===== src/rtl/stereo_mem_arbiter_pkg.sv =====
// Shared definitions for the stereo frame-buffer arbiter: FSM encodings, requester IDs and
// default widths.
package stereo_mem_arbiter_pkg;

  typedef enum logic [0:0] {
    ST_IDLE  = 1'b0,
    ST_BURST = 1'b1
  } arb_state_e;

  localparam logic ID_A = 1'b0;
  localparam logic ID_B = 1'b1;

  localparam int unsigned DEF_ADDR_W          = 24;
  localparam int unsigned DEF_DATA_W          = 32;
  localparam int unsigned DEF_BURST_LEN       = 8;
  localparam int unsigned DEF_MAX_OUTSTANDING = 8;
  localparam int unsigned DEF_WDOG_CYCLES     = 1024;

endpackage


===== src/rtl/arb_id_fifo.sv =====
// In-order FIFO of 1-bit requester IDs for outstanding reads. A push into a full FIFO is
// accepted when a pop happens in the same cycle.
module arb_id_fifo #(
  parameter int unsigned DEPTH = 8
) (
  input  logic clk,
  input  logic reset,
  input  logic push,
  input  logic pop,
  input  logic din,
  output logic dout,
  output logic full,
  output logic empty
);

  localparam int unsigned PW = (DEPTH > 1) ? $clog2(DEPTH) : 1;
  localparam logic [PW:0] FULL_CNT = (PW + 1)'(DEPTH);

  logic [DEPTH-1:0] mem_q;
  logic [PW-1:0]    wptr_q, rptr_q;
  logic [PW:0]      count_q;
  logic             do_push, do_pop;

  assign full    = (count_q == FULL_CNT);
  assign empty   = (count_q == '0);
  assign do_pop  = pop & ~empty;
  assign do_push = push & (~full | do_pop);
  assign dout    = mem_q[rptr_q];

  always_ff @(posedge clk or negedge reset) begin
    if (!reset) begin
      mem_q   <= '0;
      wptr_q  <= '0;
      rptr_q  <= '0;
      count_q <= '0;
    end else begin
      if (do_push) begin
        mem_q[wptr_q] <= din;
        wptr_q        <= wptr_q + 1'b1;
      end
      if (do_pop) begin
        rptr_q <= rptr_q + 1'b1;
      end
      unique case ({do_push, do_pop})
        2'b10:   count_q <= count_q + 1'b1;
        2'b01:   count_q <= count_q - 1'b1;
        default: count_q <= count_q;
      endcase
    end
  end

endmodule


===== src/rtl/stereo_mem_arbiter.sv =====
// Round-robin burst arbiter sharing one memory port between camera paths A and B, with
// in-order read-data routing. Optional stall watchdog: define ARB_WATCHDOG_EN.
module stereo_mem_arbiter
  import stereo_mem_arbiter_pkg::*;
#(
  parameter int unsigned ADDR_W          = DEF_ADDR_W,
  parameter int unsigned DATA_W          = DEF_DATA_W,
  parameter int unsigned BURST_LEN       = DEF_BURST_LEN,
  parameter int unsigned MAX_OUTSTANDING = DEF_MAX_OUTSTANDING,
  parameter int unsigned WDOG_CYCLES     = DEF_WDOG_CYCLES
) (
  input  logic              clk,
  input  logic              reset,
  input  logic              req_a,
  input  logic              req_b,
  input  logic              wr_a,
  input  logic              wr_b,
  input  logic [ADDR_W-1:0] addr_a,
  input  logic [ADDR_W-1:0] addr_b,
  input  logic [DATA_W-1:0] wdata_a,
  input  logic [DATA_W-1:0] wdata_b,
  output logic              gnt_a,
  output logic              gnt_b,
  output logic              beat_a,
  output logic              beat_b,
  output logic              rvalid_a,
  output logic              rvalid_b,
  output logic [DATA_W-1:0] rdata,
  output logic              mem_valid,
  output logic              mem_wr,
  output logic [ADDR_W-1:0] mem_addr,
  output logic [DATA_W-1:0] mem_wdata,
  input  logic              mem_ready,
  input  logic              mem_rvalid,
  input  logic [DATA_W-1:0] mem_rdata,
  output logic              err_orphan,
  output logic              err_timeout
);

  if (BURST_LEN < 1 || BURST_LEN > 255) begin : g_bad_burst
    $error("BURST_LEN must be in 1..255");
  end
  if (MAX_OUTSTANDING < 2 || (MAX_OUTSTANDING & (MAX_OUTSTANDING - 1)) != 0) begin : g_bad_depth
    $error("MAX_OUTSTANDING must be a power of 2 and at least 2");
  end
  if (WDOG_CYCLES < 1) begin : g_bad_wdog
    $error("WDOG_CYCLES must be at least 1");
  end

  localparam logic [7:0] LAST_BEAT = 8'(BURST_LEN - 1);

  arb_state_e state_q, state_d;
  logic       owner_q, owner_d;
  logic       ptr_q, ptr_d;
  logic [7:0] cnt_q, cnt_d;
  logic       err_orphan_q;

  logic              own_req, own_wr;
  logic [ADDR_W-1:0] own_addr;
  logic [DATA_W-1:0] own_wdata;
  logic              in_burst, accept, burst_end, wdog_fire;
  logic              fifo_push, fifo_pop, fifo_dout, fifo_full, fifo_empty;

  assign own_req   = (owner_q == ID_B) ? req_b   : req_a;
  assign own_wr    = (owner_q == ID_B) ? wr_b    : wr_a;
  assign own_addr  = (owner_q == ID_B) ? addr_b  : addr_a;
  assign own_wdata = (owner_q == ID_B) ? wdata_b : wdata_a;
  assign in_burst  = (state_q == ST_BURST);

  // A full ID FIFO blocks reads unless a return frees a slot in this same cycle.
  assign fifo_pop  = mem_rvalid & ~fifo_empty;
  assign mem_valid = in_burst & own_req & ~(~own_wr & fifo_full & ~fifo_pop);
  assign accept    = mem_valid & mem_ready;
  assign mem_wr    = in_burst & own_wr;
  assign mem_addr  = in_burst ? own_addr  : '0;
  assign mem_wdata = in_burst ? own_wdata : '0;

  assign gnt_a  = in_burst & (owner_q == ID_A);
  assign gnt_b  = in_burst & (owner_q == ID_B);
  assign beat_a = accept & (owner_q == ID_A);
  assign beat_b = accept & (owner_q == ID_B);

  assign fifo_push = accept & ~own_wr;
  assign rvalid_a  = fifo_pop & (fifo_dout == ID_A);
  assign rvalid_b  = fifo_pop & (fifo_dout == ID_B);
  assign rdata     = fifo_pop ? mem_rdata : '0;

  assign err_orphan = err_orphan_q;
  assign burst_end  = (accept & (cnt_q == LAST_BEAT)) | ~own_req | wdog_fire;

  arb_id_fifo #(
    .DEPTH (MAX_OUTSTANDING)
  ) u_id_fifo (
    .clk   (clk),
    .reset (reset),
    .push  (fifo_push),
    .pop   (fifo_pop),
    .din   (owner_q),
    .dout  (fifo_dout),
    .full  (fifo_full),
    .empty (fifo_empty)
  );

  always_comb begin
    state_d = state_q;
    owner_d = owner_q;
    ptr_d   = ptr_q;
    cnt_d   = cnt_q;
    unique case (state_q)
      ST_IDLE: begin
        if (req_a | req_b) begin
          state_d = ST_BURST;
          owner_d = (req_a & req_b) ? ptr_q : (req_b ? ID_B : ID_A);
          cnt_d   = '0;
        end
      end
      ST_BURST: begin
        if (accept) begin
          cnt_d = cnt_q + 1'b1;
        end
        if (burst_end) begin
          state_d = ST_IDLE;
          ptr_d   = ~owner_q;
          cnt_d   = '0;
        end
      end
      default: state_d = ST_IDLE;
    endcase
  end

  always_ff @(posedge clk or negedge reset) begin
    if (!reset) begin
      state_q      <= ST_IDLE;
      owner_q      <= ID_A;
      ptr_q        <= ID_A;
      cnt_q        <= '0;
      err_orphan_q <= 1'b0;
    end else begin
      state_q <= state_d;
      owner_q <= owner_d;
      ptr_q   <= ptr_d;
      cnt_q   <= cnt_d;
      if (mem_rvalid & fifo_empty) begin
        err_orphan_q <= 1'b1;
      end
    end
  end

`ifdef ARB_WATCHDOG_EN
  localparam int unsigned WW = $clog2(WDOG_CYCLES + 1);
  localparam logic [WW-1:0] WDOG_LAST = WW'(WDOG_CYCLES - 1);

  logic [WW-1:0] wdog_q, wdog_d;
  logic          err_timeout_q, stall;

  assign stall       = in_burst & mem_valid & ~mem_ready;
  assign wdog_fire   = stall & (wdog_q == WDOG_LAST);
  assign err_timeout = err_timeout_q;

  always_comb begin
    wdog_d = wdog_q;
    if (!in_burst || accept || wdog_fire) begin
      wdog_d = '0;
    end else if (stall) begin
      wdog_d = wdog_q + 1'b1;
    end
  end

  always_ff @(posedge clk or negedge reset) begin
    if (!reset) begin
      wdog_q        <= '0;
      err_timeout_q <= 1'b0;
    end else begin
      wdog_q <= wdog_d;
      if (wdog_fire) begin
        err_timeout_q <= 1'b1;
      end
    end
  end
`else
  assign wdog_fire   = 1'b0;
  assign err_timeout = 1'b0;
`endif

endmodule


===== config.mk =====
export PLATFORM = sky130hd
export DESIGN_NAME = stereo_mem_arbiter
export DESIGN_NICKNAME = d
export VERILOG_FILES = /design/src/rtl/stereo_mem_arbiter_pkg.sv /design/src/rtl/arb_id_fifo.sv /design/src/rtl/stereo_mem_arbiter.sv
export SDC_FILE = /design/constraint.sdc
export NUM_CORES = 1
export LEC_CHECK = 0
export BUFFER_PORTS_ARGS = -buffer_cell sky130_fd_sc_hd__buf_2
export CAP_MARGIN = 5
export CORE_ASPECT_RATIO = 0.8
export CORE_MARGIN = 4
export CORE_UTILIZATION = 24
export DETAILED_ROUTE_END_ITERATION = 16
export PLACE_DENSITY = 0.53
export SYNTH_ARGS = -nofsm -noshare
export SYNTH_HDL_FRONTEND = slang
export SYNTH_SLANG_ARGS = --single-unit
export TNS_END_PERCENT = 1

===== constraint.sdc =====
create_clock -name clk -period 2.4 [get_ports clk]
set_input_delay 0.12 -clock clk [delete_from_list [all_inputs] [get_ports clk]]
set_output_delay 0.12 -clock clk [all_outputs]
set_load 0.02 [all_outputs]

# --- Word-level counts from Yosys, hierarchy flattened ---
# Cells that the tools add are included.
totals:
  reg_bits: 30
  output_inout_bits: 98
  word_cells: 82
classes:
  addsub: 5
  magnitude_cmp: 3
  eq_ne: 6
  muxes: 22
  n_bitwise: 31
  n_reduce_logical: 6
ops:
  columns: ["cell", "count"]
  rows:
  - ["32-bit two-way mux", 3]
  - ["24-bit two-way mux", 2]
  - ["8-bit two-way mux", 3]
  - ["1-bit bitwise AND", 19]
  - ["8-bit one-hot mux with 2 select lines", 1]
  - ["1-bit inverter", 9]
  - ["8-bit by 1-bit adder with 8-bit output (second input constant)", 1]
  - ["8-bit bitwise mux", 1]
  - ["8-bit by 3-bit == test with 1-bit output (second input constant)", 1]
  - ["3-bit by 4-bit less-than comparator with 1-bit output (second input constant)", 2]
  - ["1-bit two-way mux", 8]
  - ["4-bit one-hot mux with 2 select lines", 1]
  - ["3-bit by 1-bit adder with 3-bit output (second input constant)", 2]
  - ["2-bit AND reduction", 3]
  - ["4-bit by 1-bit adder with 4-bit output (second input constant)", 1]
  - ["4-bit == test (second input constant)", 1]
  - ["4-bit logical NOT", 1]
  - ["4-bit by 1-bit subtractor with 4-bit output (second input constant)", 1]
  - ["1-bit binary-select mux with 3-bit select", 1]
  - ["1-bit demux with 3-bit select", 1]
  - ["3-bit by 1-bit >= comparator with 1-bit output (second input constant)", 1]
  - ["3-bit by 1-bit inequality test with 1-bit output (second input constant)", 1]
  - ["1-bit OR", 3]
  - ["2-bit by 1-bit == test with 1-bit output (second input constant)", 1]
  - ["other kinds (5)", 5]

# --- Longest topological paths before layout ---
logic_depth:
  depth_word: 12
  ltp_mapped: 12
  mapped_depth_nobuf: 10

# --- Hierarchy ---
# From an unflattened synthesis, not the netlist that was laid out.
unflattened:
  cells_unflattened: 346
  hier_area_um2: 2989.1
by_module_without_submodules:
  columns: ["mod", "instances", "cells_per_inst", "area_each_um2", "seq_area_each_um2"]
  rows:
  - ["stereo_mem_arbiter", 1, 257, 1910.6, 300.3]
  - ["arb_id_fifo", 1, 89, 1078.5, 450.4]

# --- Least setup slack after synthesis ---
# No wires, ideal clock.
synth_timing:
  path_type: "reg2reg"
  start: "reg u_id_fifo.count_q[1]"
  end: "reg u_id_fifo.count_q[2]"
  setup_ns: 0.129
  arrival_ns: 2.398
  t_required_ns: 2.271
  setup_slack_ns: -0.127
  path_stages_with_launch: 12
  path_buffers: 1
  path_cell_list: "dfrtp_1 or3_1 o21ai_2 inv_2 clkbuf_1 ha_1 xor2_1 ha_1 a21oi_1 xor2_1 nor2_1 xor2_1"
synth_rtl:
  columns: ["item", "line", "text"]
  rows:
  - ["from (decl)", "arb_id_fifo.sv:21", "logic [PW:0] count_q;"]
  - ["from (signal assigned)", "arb_id_fifo.sv:45", "2'b10: count_q <= count_q + 1'b1;"]
  - ["from (signal assigned)", "arb_id_fifo.sv:46", "2'b01: count_q <= count_q - 1'b1;"]
  - ["from (signal assigned)", "arb_id_fifo.sv:47", "default: count_q <= count_q;"]
  - ["4-bit logical NOT (*)", "arb_id_fifo.sv:25", "assign empty = (count_q == '0);"]
  - ["1-bit inverter (*)", "arb_id_fifo.sv:26, stereo_mem_arbiter.sv:71", null]
  - ["1-bit bitwise AND", "stereo_mem_arbiter.sv:71", "assign fifo_pop = mem_rvalid & ~fifo_empty;"]
  - ["1-bit bitwise AND (*)", "arb_id_fifo.sv:26", "assign do_pop = pop & ~empty;"]
  - ["net u_id_fifo.do_pop", "arb_id_fifo.sv:22", "logic do_push, do_pop;"]
  - ["1-bit OR", "arb_id_fifo.sv:27", "assign do_push = push & (~full | do_pop);"]
  - ["1-bit bitwise AND", "arb_id_fifo.sv:27", null]
  - ["2-bit by 1-bit == test with 1-bit output or 2-bit == test (tied branches)", "arb_id_fifo.sv:44", "unique case ({do_push, do_pop})"]
  - ["4-bit one-hot mux with 2 select lines or 2-bit nonzero test (tied branches)", null, null]
# Mark *: on every way through the listed nets, which the timed path passes. The rest lies on a longest branch.
# A chain may end at the register's enable or synchronous reset.

# --- Final worst setup path ---
layout_timing:
  start: "reg owner_q"
  end: "reg u_id_fifo.count_q[2]"
layout_between:
  elab_chain_len: 11
layout_rtl:
  columns: ["item", "line", "text"]
  rows:
  - ["from (decl)", "stereo_mem_arbiter.sv:53", "logic owner_q, owner_d;"]
  - ["from (signal assigned)", "stereo_mem_arbiter.sv:140", "owner_q <= owner_d;"]
  - ["1-bit two-way mux", "stereo_mem_arbiter.sv:65", "assign own_wr = (owner_q == ID_B) ? wr_b : wr_a;"]
  - ["1-bit inverter", "stereo_mem_arbiter.sv:72, stereo_mem_arbiter.sv:83", null]
  - ["1-bit bitwise AND (2 in a row)", "stereo_mem_arbiter.sv:72", "assign mem_valid = in_burst & own_req & ~(~own_wr & fifo_full & ~fifo_pop);"]
  - ["1-bit inverter", "stereo_mem_arbiter.sv:72", null]
  - ["1-bit bitwise AND", "stereo_mem_arbiter.sv:72", null]
  - ["1-bit bitwise AND", "stereo_mem_arbiter.sv:73", "assign accept = mem_valid & mem_ready;"]
  - ["1-bit bitwise AND (*)", "stereo_mem_arbiter.sv:83", "assign fifo_push = accept & ~own_wr;"]
  - ["1-bit bitwise AND (*)", "arb_id_fifo.sv:27", null]
  - ["2-bit by 1-bit == test with 1-bit output or 2-bit == test (tied branches)", "arb_id_fifo.sv:44", null]
  - ["4-bit one-hot mux with 2 select lines or 2-bit nonzero test (tied branches)", null, null]
# Every way passes the cells marked *; elsewhere a longest branch is shown, timed or not.

==> flow_metrics.env <==
export IMPL_switching_power_mw=2.294
export IMPL_antenna_found_initial=0
export IMPL_synthCells=338
export IMPL_seq_area_frac_synth=0.2617
export IMPL_die_area_um2=13780
export IMPL_dp_hpwl_um=8872
export IMPL_intPower_mw=2.346
export IMPL_crit_family="flip-flops"
export IMPL_tns_ns=0
export IMPL_hold_viol_final=0
export IMPL_tightest_slew_ns=0.7078
export IMPL_coreArea_um2=11600
export IMPL_drv_slew=0
export IMPL_num_nets_final=743
export IMPL_yosysTopAreaCell="dfrtp_1"
export IMPL_wire_per_inst_um=14.59
export IMPL_cp_cell_sequence="mux2_1 -> and3_1 -> nand2_1 -> ha_4 -> xor2_1 -> ha_1 -> a21oi_1 -> xor2_1 -> nor2_1 -> xor2_1"
export IMPL_drc=0
export IMPL_netlist_area_leader_share=0.2617
export IMPL_drt_total_wl_um=10710
export IMPL_grt_pass1_vias=3298
export IMPL_initial_core_util=0.2472
export IMPL_cts_buffers=5
export IMPL_vias=3282
export IMPL_max_freq_mhz=442.4
export IMPL_synth_main_ff_cell="dfrtp_1"
export IMPL_clkPwrFrac=0.128
export IMPL_crit_slowest_cell="dfrtp_4"
export IMPL_clock_sinks=30
export IMPL_p_sw_frac=0.4944
export IMPL_root_buffer="clkbuf_16"
export IMPL_crit_required_ns=2.56
export IMPL_crit_fanout=6
export IMPL_die_h_um=105.8
export IMPL_post_cts_setup_buffers=0
export IMPL_drive_gt1_frac=0.4898
export IMPL_synth_async_reset_ratio=1.000
export IMPL_powerDensity_nw_per_um2=1040
export IMPL_yosys_top_cells_area="dfrtp_1, mux2i_1, nor2_1, and2_1, mux2_1"
export IMPL_firstDrtPassIters=6
export IMPL_h_tree_depth=2
export IMPL_rsz0062_at_grt="no"
export IMPL_syn_num_nets=496
export IMPL_die_w_um=130.2
export IMPL_ant_nets=0
export IMPL_io_pins=250
export IMPL_globalplace_congestion=0.8338
export IMPL_p_seq_frac=0.185
export IMPL_cpMostUsedCell="xor2_1"
export IMPL_synth_area_per_cell_um2=8.488
export IMPL_slew_headroom=0.5282
export IMPL_skew_ns=0.003020
export IMPL_holdWs_ns=0.08102
export IMPL_cp_depth=10
export IMPL_period_needed_ns=2.261
export IMPL_arrival_ns=2.42
export IMPL_grt_use_total=0.1451
export IMPL_fin_crit_sh=0.9419
export IMPL_grt_max_degree=47
export IMPL_cts_tree="yes"
export IMPL_avgViaCountPerCell=4.471
export IMPL_pwr_share_comb=0.687
export IMPL_cts_buffer_depth=2
export IMPL_max_cap_viol_count=0
export IMPL_initialDrtViolationCount=169
export IMPL_synth_edf_count=0
export IMPL_crit_path_start_kind="flop"
export IMPL_synth_common_cells="nor2_1, mux2i_1, and2_1"
export IMPL_clk_pin_slew_ns=0.05
export IMPL_worstHoldPathType="input port to flop"
export IMPL_p_leak_nw=2.508
export IMPL_syn_area_um2=2869
export IMPL_setup_viol=0
export IMPL_crit_path_end_kind="flop"
export IMPL_yosysUniqueCellTypes=54
export IMPL_port_buffers=248
export IMPL_yosysWarnings=0
export IMPL_insertion_delay_ns=0.27
export IMPL_syn2layout_area_growth_pct=55.52
export IMPL_path_class="flop to flop"
export IMPL_diodes=0
export IMPL_max_stage_delay_ns=0.49
export IMPL_core_rowCount=35
export IMPL_grt_pass1_wl_um=16060
export IMPL_worstRegToRegCells=10
export IMPL_max_vdd_ir_drop_v=0.0003891
export IMPL_grt_remaining_overflow=0
export IMPL_synth_most_common_cell="nor2_1"
export IMPL_status="finished clean"
export IMPL_critPathBufInv=0
export IMPL_ys_ff_latch=30
export IMPL_whs_path_depth=2
export IMPL_ff2ff_setup_slack_ns=0.14
[metal layers]
layer | global-route usage | wire length [um]
met2 | 0.2592 | 5637
met4 | 0.04599 | 225
met3 | 0.03951 | 661
met5 | 0 | 0
met1 | 0.1658 | 4182
[repair_timing]
item | CTS | global route
resized for setup | 0 | 0
endpoints found under the hold margin | 30 | 0
hold buffers | 1 | 0
[final timing paths]
path | start | to
max | owner_q | u_id_fifo.count_q[2]
min | req_a | owner_q
max reg2reg | owner_q | u_id_fifo.count_q[2]
min reg2reg | err_orphan | err_orphan
max in group asynchronous | reset | owner_q
min in group asynchronous | reset | cnt_q[0]
[worst reg2reg max path: stages, from the launching register on]
cell	delay, ns
dfrtp_4	0.49
mux2_1	0.35
and3_1	0.21
nand2_1	0.15
ha_4	0.20
xor2_1	0.07
ha_1	0.17
a21oi_1	0.14
xor2_1	0.16
nor2_1	0.07
xor2_1	0.14
[sequential cells by signal, indices dropped and copies added (netlist names)]
signal / flops
u_id_fifo.wptr_q: 3
owner_q: 1
cnt_q: 8
u_id_fifo.rptr_q: 3
err_orphan: 1
in_burst: 1
u_id_fifo.count_q: 4
ptr_q: 1
u_id_fifo.mem_q: 8
[final cells by class]
type,instances,area [um2]
clock buffer,8,136.4
fill,1171,7143
inverter,8,30.03
multi-input combinational,278,2004
sequential,30,757.0
tap,148,185.2
timing repair buffer,262,1349
[cell usage in the layout (no fill, tap or decap), types with 3 or more instances in the layout]
master | synthesis | layout
a21oi_1 | 5 | 5
and2_1 | 34 | 34
buf_2 | 0 | 248
buf_4 | 3 | 13
clkbuf_1 | 14 | 3
clkbuf_16 | 0 | 5
dfrtp_1 | 30 | 27
ha_1 | 6 | 5
inv_1 | 6 | 6
mux2_1 | 10 | 10
mux2i_1 | 58 | 58
nand2_1 | 17 | 17
nand3_1 | 7 | 7
nand4_1 | 7 | 7
nand4b_1 | 4 | 4
nor2_1 | 68 | 68
nor2b_1 | 4 | 4
nor3_1 | 3 | 3
o21ai_0 | 3 | 3
o221ai_1 | 4 | 4
xnor2_1 | 6 | 6
xor2_1 | 3 | 3
[power groups by stage]
stage | Combinational (mW) | Sequential [mW] | Clock, mW
after floorplan | 2.21 | 0.848 | 0
after global placement | 3.21 | 0.861 | 0
after detailed placement | 3.23 | 0.864 | 0
after CTS | 3.24 | 0.857 | 0.612
after global routing | 3.48 | 0.890 | 0.627
final | 3.19 | 0.859 | 0.593
[kinds of logic (layout without fill, tap and decap cells)]
family          count (synthesis)  after routing  share of synthesized area
buf+inv                        30            278                    0.04840
xor+xnor                        9              9                    0.02748
simple gates                  159            159                     0.2813
mux                            73             73                     0.2700
flops                          30             30                     0.2617
fa+ha+maj                       6              6                    0.02617
other cells                     1              1                   0.001307
compound gates                 30             30                    0.08373
[metrics by stage]
stage | setup WS (ns) | instance area, um2 | power [mW] | utilization | std cells
3_3_place_gp | 0.1468 | 4315 | 4.075 | 0.3719 | 725
6_report | 0.1394 | 4462 | 4.640 | 0.3845 | 734
4_1_cts | 0.1318 | 4462 | 4.708 | 0.3845 | 734
5_1_grt | 0.05967 | 4462 | 4.996 | 0.3845 | 734
2_1_floorplan | 0.02273 | 2900 | 3.060 | - | 338
3_5_place_dp | 0.1493 | 4315 | 4.089 | 0.3719 | 725
Power figures use the tool's default switching activity.
